<file path="src/rtl/ifetch.sv">
// ifetch: instruction fetch unit, the requester side of a synchronous-read
// instruction ROM (one-cycle read latency).
//
// It owns the PC, issues word fetches and pairs each returned word with its PC.
// It presents the result to decode over a valid/stall handshake. A redirect
// reloads the PC and kills both the in-flight read and the presented
// instruction. While decode stalls, a one-entry hold buffer keeps the
// presented word stable.
//
// Optional feature: define IF_PERF_CNT_EN to add the fetch_cnt port. It is a
// 32-bit count of instructions accepted by decode.
//
// Ports:
//   clk          core clock; the ROM samples im_addr on the same edge
//   rst_n        asynchronous active-low reset
//   im_addr      registered fetch address (the ROM uses [11:2])
//   im_dout      ROM data for the address sampled at the previous edge
//   redirect     load redirect_pc and kill in-flight/presented work
//   redirect_pc  redirect target; bits [1:0] are ignored
//   stall        decode cannot accept the presented instruction
//   if_valid     if_pc/if_instr hold a live instruction
//   if_pc        PC of the presented instruction
//   if_instr     presented instruction, 0 when not valid
//   fetch_cnt    accepted-instruction count (IF_PERF_CNT_EN only)
module ifetch #(
   parameter logic [31:0] RESET_PC = 32'h0000_0000
) (
   input  logic        clk,
   input  logic        rst_n,
   output logic [31:0] im_addr,
   input  logic [0:31] im_dout,
   input  logic        redirect,
   input  logic [31:0] redirect_pc,
   input  logic        stall,
   output logic        if_valid,
   output logic [31:0] if_pc,
   output logic [0:31] if_instr
`ifdef IF_PERF_CNT_EN
   ,
   output logic [31:0] fetch_cnt
`endif
);

   logic [31:0] pc_q, pc_d;
   logic        rsp_valid_q, rsp_valid_d;
   logic [31:0] rsp_pc_q, rsp_pc_d;
   logic        hold_valid_q, hold_valid_d;
   logic [0:31] hold_instr_q, hold_instr_d;

   always_comb begin
      pc_d         = pc_q;
      rsp_valid_d  = rsp_valid_q;
      rsp_pc_d     = rsp_pc_q;
      hold_valid_d = hold_valid_q;
      hold_instr_d = hold_instr_q;
      if (redirect) begin
         // The read issued on this edge is dropped via rsp_valid_d = 0.
         pc_d         = redirect_pc & 32'hFFFF_FFFC;
         rsp_valid_d  = 1'b0;
         hold_valid_d = 1'b0;
      end else if (stall && rsp_valid_q) begin
         // The ROM re-reads pc_q, so im_dout holds the next word by the time
         // the stall releases. Only the presented word needs buffering.
         if (!hold_valid_q) begin
            hold_instr_d = im_dout;
            hold_valid_d = 1'b1;
         end
      end else begin
         rsp_pc_d     = pc_q;
         rsp_valid_d  = 1'b1;
         pc_d         = pc_q + 32'd4;
         hold_valid_d = 1'b0;
      end
   end

   always_ff @(posedge clk or negedge rst_n) begin
      if (!rst_n) begin
         pc_q         <= RESET_PC;
         rsp_valid_q  <= 1'b0;
         rsp_pc_q     <= 32'd0;
         hold_valid_q <= 1'b0;
         hold_instr_q <= 32'd0;
      end else begin
         pc_q         <= pc_d;
         rsp_valid_q  <= rsp_valid_d;
         rsp_pc_q     <= rsp_pc_d;
         hold_valid_q <= hold_valid_d;
         hold_instr_q <= hold_instr_d;
      end
   end

   always_comb begin
      im_addr  = pc_q;
      if_valid = rsp_valid_q;
      if_pc    = rsp_pc_q;
      if_instr = 32'd0;
      if (rsp_valid_q) begin
         if_instr = hold_valid_q ? hold_instr_q : im_dout;
      end
   end

`ifdef IF_PERF_CNT_EN
   logic        accept;
   logic [31:0] cnt_q;

   // A redirect kills the presented instruction, so it is never counted.
   assign accept = rsp_valid_q & ~stall & ~redirect;

   always_ff @(posedge clk or negedge rst_n) begin
      if (!rst_n) begin
         cnt_q <= 32'd0;
      end else if (accept) begin
         cnt_q <= cnt_q + 32'd1;
      end
   end

   assign fetch_cnt = cnt_q;
`endif

endmodule

</file>
<file path="config.mk">
export PLATFORM = sky130hd
export DESIGN_NAME = ifetch
export DESIGN_NICKNAME = d
export VERILOG_FILES = /design/src/rtl/ifetch.sv
export SDC_FILE = /design/constraint.sdc
export NUM_CORES = 1
export LEC_CHECK = 0
export ABC_AREA = 1
export CAP_MARGIN = 20
export CELL_PAD_IN_SITES_DETAIL_PLACEMENT = 1
export CELL_PAD_IN_SITES_GLOBAL_PLACEMENT = 2
export CORE_MARGIN = 2
export CORE_UTILIZATION = 27
export CTS_CLUSTER_SIZE = 12
export DETAILED_ROUTE_END_ITERATION = 7
export PLACE_DENSITY_LB_ADDON = 0.3
export SYNTH_ARGS = -nofsm -noshare
export SYNTH_HDL_FRONTEND = slang
export SYNTH_SLANG_ARGS = --single-unit
</file>
<file path="constraint.sdc">
create_clock -name clk -period 3.2 [get_ports clk]
set_input_delay 0.64 -clock clk [delete_from_list [all_inputs] [get_ports clk]]
set_output_delay 0.64 -clock clk [all_outputs]
set_load 0.05 [all_outputs]
</file>
==> impl_metrics.py <==
metrics = {
    "outcome": {
        "status": "finished, violations left",
        "violations": "design-rule violations",
    },
    "setup_path": {
        "required_ns": 2.56,
        "critPathBufInv": 3,
        "start_kind": "register",
        "cp.arrival_ns": 2.24,
        "reg2reg_from": "if_valid$_DFFE_PN0N_",
        "end_kind": "output port",
        "r2r_slack_ns": 1.49,
        "crit_fanout": 21,
        "crit_path_top_delay_cell": "clkdlybuf4s50_1",
        "rr_endpoint": "im_addr[28]$_DFFE_PN0N_",
        "cp_top_family": "buffers and inverters",
        "crit_start": "if_valid$_DFFE_PN0N_",
        "r2r_cells": 8,
        "crit_chain": "inv_1 > buf_16 > nor2_1 > clkdlybuf4s50_1",
        "critPathKind": "register to output port",
        "cpPeakStageDelay_ns": 0.84,
    },
    "floorplanning": {
        "die_x_um": 140.0,
        "dieArea_um2": 19600,
        "core.rowCount": 49,
        "ioPinCount": 165,
        "die_height_um": 140.0,
        "core_um2": 18090,
        "initial_core_util_pct": 27.62,
    },
    "sta": {
        "hold_ws_ns": 0.2823,
        "min_period_ns": 2.879,
        "worstMarginPinSlew_ns": 0.5692,
        "finalMaxSlewViolations": 0,
        "fin_skew_ns": 0.009108,
        "fin_crit_sh_pct": 89.97,
        "hold_viol_final": 0,
        "maxSlewHeadroom_pct": 62.05,
        "setup_tns_ns": 0,
        "max_freq_mhz": 347.3,
        "rsz0062_at_grt": "no",
        "finalSetupViolCount": 0,
    },
    "placed_design": {
        "place.gp.congestion": 0.8249,
        "hpwlAfterDp_mm": 12.58,
        "io_buffers": 158,
    },
    "yosys": {
        "yosysWarnings": 0,
        "synth_edf_count": 0,
        "synth_top_area_cell": "dfrtp_1",
        "syn_area_um2": 4995,
        "ys_seq_area_share_pct": 47.09,
        "postSynthAreaPerCell_um2": 7.684,
        "synth-seq-cells": 94,
        "synth_common_cells": "nand2_1 (206), dfrtp_1 (94), nor2_1 (93)",
        "syn_inst": 650,
        "synth_area_leaders": "dfrtp_1 (47%), nand2_1 (15%), nor2_1 (7.0%)",
        "synth_ff_type": "dfrtp_1",
        "synth_cell_types": 33,
        "synth_top_area_share_pct": 47.09,
        "synthArstFlopShare_pct": 100.0,
        "synth_most_common_cell": "nand2_1",
    },
    "clocking": {
        "cts_setup_buffers": 0,
        "clk_latency_ns": 0.35,
        "htreeDepth": 3,
        "ctsHoldBuffers": 0,
        "cts_inserted_buffers": 9,
        "ctsLongestPathBuffers": 2,
        "cts-root-buf": "clkbuf_16",
        "cts.repair.resized": 0,
        "cts_tree": "built",
        "cts.sinks": 94,
        "clkSlewWorstSetupHoldPaths_ns": 0.07,
    },
    "final_layout": {
        "syn2layout_area_growth_pct": 43.84,
        "final_util_pct": 39.72,
        "drive_gt1_share_pct": 6.468,
        "nets": 868,
        "antenna_cells": 0,
    },
    "power_and_ir_drop": {
        "peakVddDrop_v": 0.0002515,
        "p_leak_nw": 3.131,
        "power_density_nw_per_um2": 554.1,
    },
    "global_route": {
        "antenna_found_initial": 0,
        "grt_max_degree": 51,
        "gr-usage-all-layers_pct": 17.87,
        "grt-ovfl-total": 0,
        "grt_pass1_vias": 5135,
        "grt_pass1_wl_mm": 28.01,
    },
    "route": {
        "viasPerCell": 4.668,
        "wire_per_inst_um": 16.36,
        "drcViolationCount": 14,
        "drt-total-wl_mm": 16.90,
        "drtAntennaViolNets": 0,
        "dr_total_vias": 4822,
        "first_pass_iters": 8,
        "drt_iter0_markers": 156,
    },
    "flow_run": {
        "maxCapViolCount": 0,
    },
    "worst_hold_path": {
        "worstHoldPathType": "input pin to async pin",
    },
}
stage by stage:
step	cells	instance area, um2	setup slack, ns	total power [mW]
6_report	1033	7184	0.3210	3.981
5_1_grt	1033	7184	0.1928	4.201
4_1_cts	1032	7157	0.03154	4.041
3_5_place_dp	1016	6829	0.4019	2.809
3_3_place_gp	1016	6829	0.4050	2.779
2_1_floorplan	653	5006	0.8234	2.296
routing by layer:
layer  GRT usage, %  wire [um]  vias up
met5              0          0        -
met1          23.96       7632     2322
met2          30.02       8284      117
met3          3.624        873        6
met4          3.881        105        0
li1               -          -     2377
worst max path at each step:
stage	endpoint	slack, ns	depth (start not counted)
after floorplan	if_instr[10]	0.82	3
after global placement	if_instr[23]	0.40	4
after detailed placement	if_instr[27]	0.40	4
after CTS	if_instr[29]	0.03	3
after global routing	if_instr[31]	0.19	4
final	if_instr[15]	0.32	4
kinds of logic (layout without fill, tap and decap cells):
kind of cell / Yosys count / in the layout / share of synthesized area [%]
flops: 94 / 94 / 47.09
xor+xnor: 1 / 1 / 0.1754
buf+inv: 74 / 225 / 6.438
mux: 32 / 32 / 6.413
other cells: 1 / 4 / 0.07508
simple gates: 356 / 356 / 29.76
fa+ha+maj: 1 / 1 / 0.2505
compound gates: 91 / 91 / 9.795
sequential cells by signal (all words and copies together) (netlist names):
signal,cells
if_valid,1
hold_valid_q,1
if_pc,30
im_addr,30
hold_instr_q,32
cells in the final DEF (no fill, tap or decap), types with 3 or more instances in the layout:
cell type	count
clkbuf_16	9
nor2_1	93
inv_1	36
nor2_2	5
nand3_1	31
buf_12	4
clkdlybuf4s50_1	157
o211ai_1	6
dfrtp_1	93
mux2i_1	32
nand4_1	4
nor2_4	6
inv_2	3
o21ai_0	63
buf_4	7
nor3_1	3
nand2_2	5
conb_1	4
nand2_1	206
a21oi_1	12
inv_6	3
power by group:
group	internal (mW)	leakage, nW	switching, mW	total, mW
logic	0.437	1.84	0.836	1.27
registers	1.36	1.14	0.143	1.50
clock network	0.696	0.157	0.511	1.21
layout make-up:
cell class,instances,area [um2]
tap,229,286.5
timing repair buffer,169,1732
sequential,94,2354
clock inverter,7,102.6
fill,2189,10900
clock buffer,9,225.2
multi-input combinational,485,2332
inverter,40,152.6
Power figures use the tool's default switching activity.
